File: config.mk
export PLATFORM = sky130hd
export DESIGN_NAME = regfile_scoreboard_flat
export DESIGN_NICKNAME = d
export VERILOG_FILES = /design/src/rtl/regfile_scoreboard_pkg.sv /design/src/rtl/regfile_scoreboard_if.sv /design/src/rtl/regfile_scoreboard_reg_cell.sv /design/src/rtl/regfile_scoreboard.sv /design/src/flat_wrapper.sv
export SDC_FILE = /design/constraint.sdc
export NUM_CORES = 2
export LEC_CHECK = 0
export CORE_MARGIN = 3
export CORE_UTILIZATION = 55
export CTS_CLUSTER_DIAMETER = 80
export DETAILED_ROUTE_END_ITERATION = 6
export PLACE_DENSITY = 0.75
export SLEW_MARGIN = 25
export SYNTH_ARGS = -nofsm -noshare
export SYNTH_HDL_FRONTEND = slang
export SYNTH_HIERARCHICAL = 1
export SYNTH_SLANG_ARGS = --single-unit
File: constraint.sdc
create_clock -name clock -period 5.5 [get_ports clock]
set_clock_uncertainty 0.2 [all_clocks]
set_input_delay 1.65 -clock clock [delete_from_list [all_inputs] [get_ports clock]]
set_output_delay 1.65 -clock clock [all_outputs]
set_load 0.02 [all_outputs]
File: src/rtl/regfile_scoreboard_pkg.sv
// Shared sizing, types and helpers for the register file / pending scoreboard.
// Optional write-through bypass is enabled by defining REGFILE_BYPASS_EN.
package regfile_scoreboard_pkg;

  localparam int unsigned DATA_W    = 32;
  localparam int unsigned NREG      = 32;
  localparam int unsigned REG_IDX_W = 5;
  localparam int unsigned CNT_W     = 6;

  localparam logic [REG_IDX_W-1:0] ZERO_REG = '0;

  // One-hot select vector, same shape as the 5-to-32 decoder output.
  typedef logic [NREG-1:0]      onehot_t;
  typedef logic [DATA_W-1:0]    word_t;
  typedef logic [REG_IDX_W-1:0] reg_idx_t;
  typedef logic [CNT_W-1:0]     count_t;

  // Number of set bits among registers 1..NREG-1.
  function automatic count_t popcount(input onehot_t v);
    count_t c;
    c = '0;
    for (int unsigned i = 1; i < NREG; i++) begin
      c = c + count_t'(v[i]);
    end
    return c;
  endfunction

endpackage

File: src/rtl/regfile_scoreboard_if.sv
// Writeback, issue and read-port bundle for the register file.
// The slave modport is the register file; the master is the core pipeline.
interface regfile_scoreboard_if;
  import regfile_scoreboard_pkg::*;

  logic     write_enable;
  onehot_t  write_onehot;
  word_t    data_write;
  logic     issue_valid;
  onehot_t  issue_onehot;
  reg_idx_t read_sel_a;
  reg_idx_t read_sel_b;
  word_t    data_read_a;
  word_t    data_read_b;
  logic     pending_a;
  logic     pending_b;
  logic     stall;
  count_t   pending_count;

  modport master (
    output write_enable, write_onehot, data_write,
    output issue_valid, issue_onehot,
    output read_sel_a, read_sel_b,
    input  data_read_a, data_read_b,
    input  pending_a, pending_b, stall, pending_count
  );

  modport slave (
    input  write_enable, write_onehot, data_write,
    input  issue_valid, issue_onehot,
    input  read_sel_a, read_sel_b,
    output data_read_a, data_read_b,
    output pending_a, pending_b, stall, pending_count
  );

endinterface

File: src/rtl/regfile_scoreboard_reg_cell.sv
// Single architectural register: load-enable storage with async active-high clear.
module reg_cell #(
  parameter int unsigned W = 32
) (
  input  logic         clock,
  input  logic         reset,
  input  logic         en,
  input  logic [W-1:0] d,
  output logic [W-1:0] q
);

  always_ff @(posedge clock or posedge reset) begin
    if (reset) begin
      q <= '0;
    end else if (en) begin
      q <= d;
    end
  end

endmodule

File: src/rtl/regfile_scoreboard.sv
// 32x32 register file with one-hot writeback, two combinational read ports and
// a per-register pending scoreboard. Define REGFILE_BYPASS_EN for write-through bypass.
module regfile_scoreboard
  import regfile_scoreboard_pkg::*;
(
  input logic                 clock,
  input logic                 reset,
  regfile_scoreboard_if.slave bus
);

  word_t   regs [NREG];
  onehot_t pending;
  onehot_t pending_next;
  count_t  count;

  logic    pend_a;
  logic    pend_b;
  word_t   rd_a;
  word_t   rd_b;

  assign regs[0] = '0;

  for (genvar i = 1; i < NREG; i++) begin : g_cell
    reg_cell #(.W(DATA_W)) u_cell (
      .clock (clock),
      .reset (reset),
      .en    (bus.write_enable & bus.write_onehot[i]),
      .d     (bus.data_write),
      .q     (regs[i])
    );
  end

  // Issue outranks a same-cycle writeback: the newer producer stays outstanding.
  always_comb begin
    pending_next = pending;
    for (int unsigned i = 0; i < NREG; i++) begin
      if (bus.issue_valid && bus.issue_onehot[i]) begin
        pending_next[i] = 1'b1;
      end else if (bus.write_enable && bus.write_onehot[i]) begin
        pending_next[i] = 1'b0;
      end
    end
    pending_next[ZERO_REG] = 1'b0;
  end

  // Count is registered alongside the bits it summarises, so it never lags them.
  always_ff @(posedge clock or posedge reset) begin
    if (reset) begin
      pending <= '0;
      count   <= '0;
    end else begin
      pending <= pending_next;
      count   <= popcount(pending_next);
    end
  end

`ifdef REGFILE_BYPASS_EN
  logic hit_a;
  logic hit_b;

  always_comb begin
    hit_a = bus.write_enable & bus.write_onehot[bus.read_sel_a] & (bus.read_sel_a != ZERO_REG);
    hit_b = bus.write_enable & bus.write_onehot[bus.read_sel_b] & (bus.read_sel_b != ZERO_REG);
    rd_a   = hit_a ? bus.data_write : regs[bus.read_sel_a];
    rd_b   = hit_b ? bus.data_write : regs[bus.read_sel_b];
    pend_a = hit_a ? (bus.issue_valid & bus.issue_onehot[bus.read_sel_a]) : pending[bus.read_sel_a];
    pend_b = hit_b ? (bus.issue_valid & bus.issue_onehot[bus.read_sel_b]) : pending[bus.read_sel_b];
  end
`else
  always_comb begin
    rd_a   = regs[bus.read_sel_a];
    rd_b   = regs[bus.read_sel_b];
    pend_a = pending[bus.read_sel_a];
    pend_b = pending[bus.read_sel_b];
  end
`endif

  assign bus.data_read_a   = rd_a;
  assign bus.data_read_b   = rd_b;
  assign bus.pending_a     = pend_a;
  assign bus.pending_b     = pend_b;
  assign bus.stall         = pend_a | pend_b;
  assign bus.pending_count = count;

endmodule

File: src/flat_wrapper.sv
// flat-port wrapper written by rule: the top's interface ports become plain ports
module regfile_scoreboard_flat import regfile_scoreboard_pkg::*;
  (clock, reset, bus_write_enable, bus_write_onehot, bus_data_write, bus_issue_valid, bus_issue_onehot, bus_read_sel_a, bus_read_sel_b, bus_data_read_a, bus_data_read_b, bus_pending_a, bus_pending_b, bus_stall, bus_pending_count);
  regfile_scoreboard_if bus_i ();
  input logic clock;
  input logic reset;
  input wire logic [$bits(bus_i.write_enable)-1:0] bus_write_enable;
  input wire logic [$bits(bus_i.write_onehot)-1:0] bus_write_onehot;
  input wire logic [$bits(bus_i.data_write)-1:0] bus_data_write;
  input wire logic [$bits(bus_i.issue_valid)-1:0] bus_issue_valid;
  input wire logic [$bits(bus_i.issue_onehot)-1:0] bus_issue_onehot;
  input wire logic [$bits(bus_i.read_sel_a)-1:0] bus_read_sel_a;
  input wire logic [$bits(bus_i.read_sel_b)-1:0] bus_read_sel_b;
  output wire logic [$bits(bus_i.data_read_a)-1:0] bus_data_read_a;
  output wire logic [$bits(bus_i.data_read_b)-1:0] bus_data_read_b;
  output wire logic [$bits(bus_i.pending_a)-1:0] bus_pending_a;
  output wire logic [$bits(bus_i.pending_b)-1:0] bus_pending_b;
  output wire logic [$bits(bus_i.stall)-1:0] bus_stall;
  output wire logic [$bits(bus_i.pending_count)-1:0] bus_pending_count;
  assign bus_i.write_enable = bus_write_enable;
  assign bus_i.write_onehot = bus_write_onehot;
  assign bus_i.data_write = bus_data_write;
  assign bus_i.issue_valid = bus_issue_valid;
  assign bus_i.issue_onehot = bus_issue_onehot;
  assign bus_i.read_sel_a = bus_read_sel_a;
  assign bus_i.read_sel_b = bus_read_sel_b;
  assign bus_data_read_a = bus_i.data_read_a;
  assign bus_data_read_b = bus_i.data_read_b;
  assign bus_pending_a = bus_i.pending_a;
  assign bus_pending_b = bus_i.pending_b;
  assign bus_stall = bus_i.stall;
  assign bus_pending_count = bus_i.pending_count;
  regfile_scoreboard u_core (.clock(clock), .reset(reset), .bus(bus_i));
endmodule
==> qor.csv <==
metric,value,unit
Crit. Startpoint,bus_write_enable,
H-tree Lvls,3,
Hold Path Class,register to register,
via count,38760,
initial antenna violation count,4,
# IOs,183,
total power divided by cell area,358.9,nW/um^2
Die Area,114300,sq um
drt pass-1 iters,5,
Worst Path Max Fanout,7,
unrepaired setup endpoints after global routing,true,
hpwl dp,126000,um
Critical R2R Launch,u_core/pending[26],
Clk pwr share,30.2,%
Routed Wire Length,205400,um
final instance area,71770,sq um
Worst Setup EP,u_core/bus.pending_count[4],
TritonCTS clock tree,done,
sequential power share,37.9,%
"Hold-fix buffers, CTS",0,
die width,338.1,um
layout cells sized above 1,62.76,%
VDD IR-drop max,555.1,uV
Die Ht,338.1,um
CP Data Arrival Time,6760,ps
"delay-heaviest family, CP",adder cells,
Clock Tree Root,clkbuf_16,
worst r2r dst,u_core/bus.pending_count[4],
FMAX,157.9,MHz
post-synthesis async set-or-reset flop share,100.0,%
Worst-Margin Slew,1122,ps
Synth Register Bits,1029,
max-cap check violation count,0,
"EDFF count, synth",0,
Crit Path Class,input pin to register,
syn nets,3630,
outcome,"finished, violations left",
top cell type's share of synthesized area,42.44,%
Avg Inst Size Synth,17.38,sq um
"Primary FF master, synth",dfrtp_1,
Worst path depth,17,
cell taking the most area after synthesis,dfrtp_1,
largest net degree at the start of global routing,38,
Slew HR,24.38,%
Psw,7.839,mW
fin worst setup slack,-832.6,ps
top post-synthesis cells by area,"dfrtp_1 42%, mux2_4 23%, mux4_2 19%, buf_12 3.1%, mux2_2 2.4%",
Comb power frac,31.9,%
Layout Nets,4187,
Synth-to-Final Area Change,18.29,%
switching portion of total power,30.43,%
Total GRT Usage,35.54,%
Netlist cell types,37,
failing checks,negative setup slack,
global route overflow,0,
sequential-to-total area share from yosys stat,42.44,%
"Slew Viols, Final",0,
WL met2,91410,um
Worst setup SP type,input pin,
drt wl/cell,36.58,um
hold_ws,326.6,ps
antenna-violating nets left,0,
footprint of the multi-input gates,31960,sq um
"Data required, critical path",5920,ps
crit path cell chain,buf_12 -> buf_12 -> and2_4 -> o21ai_4 -> fa_1 -> inv_2 -> fa_1 -> fa_2 -> fa_1 -> inv_2 -> fa_1 -> fa_1 -> fa_2 -> fa_2 -> a21o_1 -> a21oi_2 -> xnor2_1,
via/cell ratio,6.904,
IO Port Bufs,180,
Crit-path slowest cell,fa_1,
Buf/Inv on CP,4,
GPL Wtd Cong,0.9554,
first-pass GRT wire length,295800,um
sequential cell area,25750,sq um
Final Hold Fails,0,
Setup TNS,-4655,ps
initial core utilization,55.58,%
fill count,7292,
Syn Std Cell Area,60670,sq um
Final Cycle Share,115.1,%
Setup Viol. Count Final,32,
Remaining DRCs,0,
flop2flop setup slack,60,ps
Rows,121,
DP Area,65220,sq um
WL met3,24650,um
clk_lat worst skew,710,ps
vias in the first global route,40812,
Met1 Wirelength,76580,um
Leak Pwr,31.51,nW
CP dominant cell by count,fa_1,
"slowest stage delay, CP",580,ps
initial drt markers,4845,
cell count after synthesis,3490,
Clock transition at path regs,70,ps
CTS buffer count,111,
worst reg-to-reg path cell count,14,
uppermost layer routed,met5,
Sink Count,1029,
Clock Path Buffers,3,
CORE AREA,109200,sq um
Yosys warning count,6,
final period demand of the worst path,6333,ps
Worst Setup End Kind,register,
internal power,17.92,mW
-- area by class of cell --
| cell class | instances | share of cell area (%) |
|---|---|---|
| timing repair buffer | 754 | 11.21 |
| sequential | 1029 | 35.88 |
| inverter | 95 | 0.5561 |
| timing repair inverter | 1 | 0.01569 |
| multi-input combinational | 2055 | 44.53 |
| tap | 1476 | 2.573 |
| clock buffer | 153 | 4.427 |
| clock inverter | 48 | 0.7950 |
| antenna | 3 | 0.01046 |
-- flip-flops by register name (all words and copies together), names as in the netlist --
register and count:
u_core/bus.pending_count 6, u_core/g_cell.u_cell/q 992, u_core/pending 31
-- timing repair --
item | CTS | global route
endpoints found under the setup margin | 73 | 96
cloned | 13 | 5
resized for setup | 450 | 128
pin swaps | 35 | 20
buffers inserted | 132 | 35
-- how the worst min path moves through the flow --
| stage | start | end | cells past startpoint |
|---|---|---|---|
| after floorplan | u_core/g_cell[3].u_cell/q[11] | u_core/g_cell[3].u_cell/q[11] | 1 |
| after global placement | u_core/g_cell[10].u_cell/q[11] | u_core/g_cell[10].u_cell/q[11] | 1 |
| after detailed placement | u_core/g_cell[3].u_cell/q[6] | u_core/g_cell[3].u_cell/q[6] | 1 |
| after CTS | u_core/g_cell[14].u_cell/q[11] | u_core/g_cell[14].u_cell/q[11] | 1 |
| after global routing | u_core/g_cell[24].u_cell/q[27] | u_core/g_cell[24].u_cell/q[27] | 1 |
| final | u_core/g_cell[22].u_cell/q[11] | u_core/g_cell[22].u_cell/q[11] | 1 |
-- worst reg2reg max path, stage by stage, from the launching register on --
cell	delay [ps]
dfrtp_1	460
a22o_1	270
inv_1	80
fa_1	450
fa_1	550
fa_2	520
fa_1	590
inv_2	50
fa_1	540
fa_1	460
fa_2	390
fa_2	370
a21o_1	190
a21oi_2	150
xnor2_1	130
-- power by group through the flow --
stage | clock network [mW] | logic, mW | registers [mW]
final | 7.78 | 8.22 | 9.77
after global routing | 8.14 | 8.60 | 9.87
after CTS | 7.83 | 8.03 | 9.69
after detailed placement | 0 | 7.67 | 9.77
after global placement | 0 | 7.44 | 9.71
after floorplan | 0 | 5.38 | 9.44
-- cell usage in the layout, fill, tap and decap left out, types with 38 or more instances in the layout --
master / Yosys / routed
mux4_2: 521 / 523
mux2_4: 930 / 930
buf_12: 93 / 93
mux2i_1: 132 / 112
dfrtp_1: 1029 / 1029
buf_4: 40 / 414
inv_2: 0 / 38
a22o_1: 70 / 70
clkbuf_16: 0 / 116
clkdlybuf4s50_1: 0 / 74
a22oi_1: 70 / 47
mux2_2: 128 / 128
inv_1: 95 / 47
buf_6: 44 / 62
-- synth_stat cells (all sizes together) (3+ instances only) --
library cell / instances
nor2b: 7
a22o: 70
and2: 20
fa: 23
o21a: 65
nor3b: 3
buf: 246
mux2: 1058
dfrtp: 1029
mux2i: 132
a22oi: 70
ha: 7
mux4: 526
clkbuf: 65
inv: 95
o21ai: 19
nand2: 34
-- cell families after synthesis --
logic type,after synthesis,synth area share (%)
compound gates,231,2.922
xor+xnor,3,0.04332
fa+ha+maj,30,0.9033
buf+inv,406,5.902
flops,1029,42.44
mux,1716,47.13
simple gates,75,0.6599
-- per-stage QoR --
| step | power (mW) | cells | utilization [%] | setup WS [ps] |
|---|---|---|---|---|
| 6_report | 25.76 | 5614 | 65.75 | -832.6 |
| 3_5_place_dp | 17.45 | 5242 | 59.75 | -1848 |
| 5_1_grt | 26.62 | 5612 | 65.74 | -941.8 |
| 2_1_floorplan | 14.83 | 3490 | - | -988.7 |
| 3_3_place_gp | 17.15 | 5242 | 59.76 | -1799 |
| 4_1_cts | 25.54 | 5584 | 65.17 | -741.4 |
-- per-layer routing --
metal	vias to the layer above	track usage [%]
li1	14620	-
met1	20664	46.65
met2	2813	52.53
met3	661	12.09
met4	2	18.81
met5	-	0
Power figures use the tool's default switching activity.
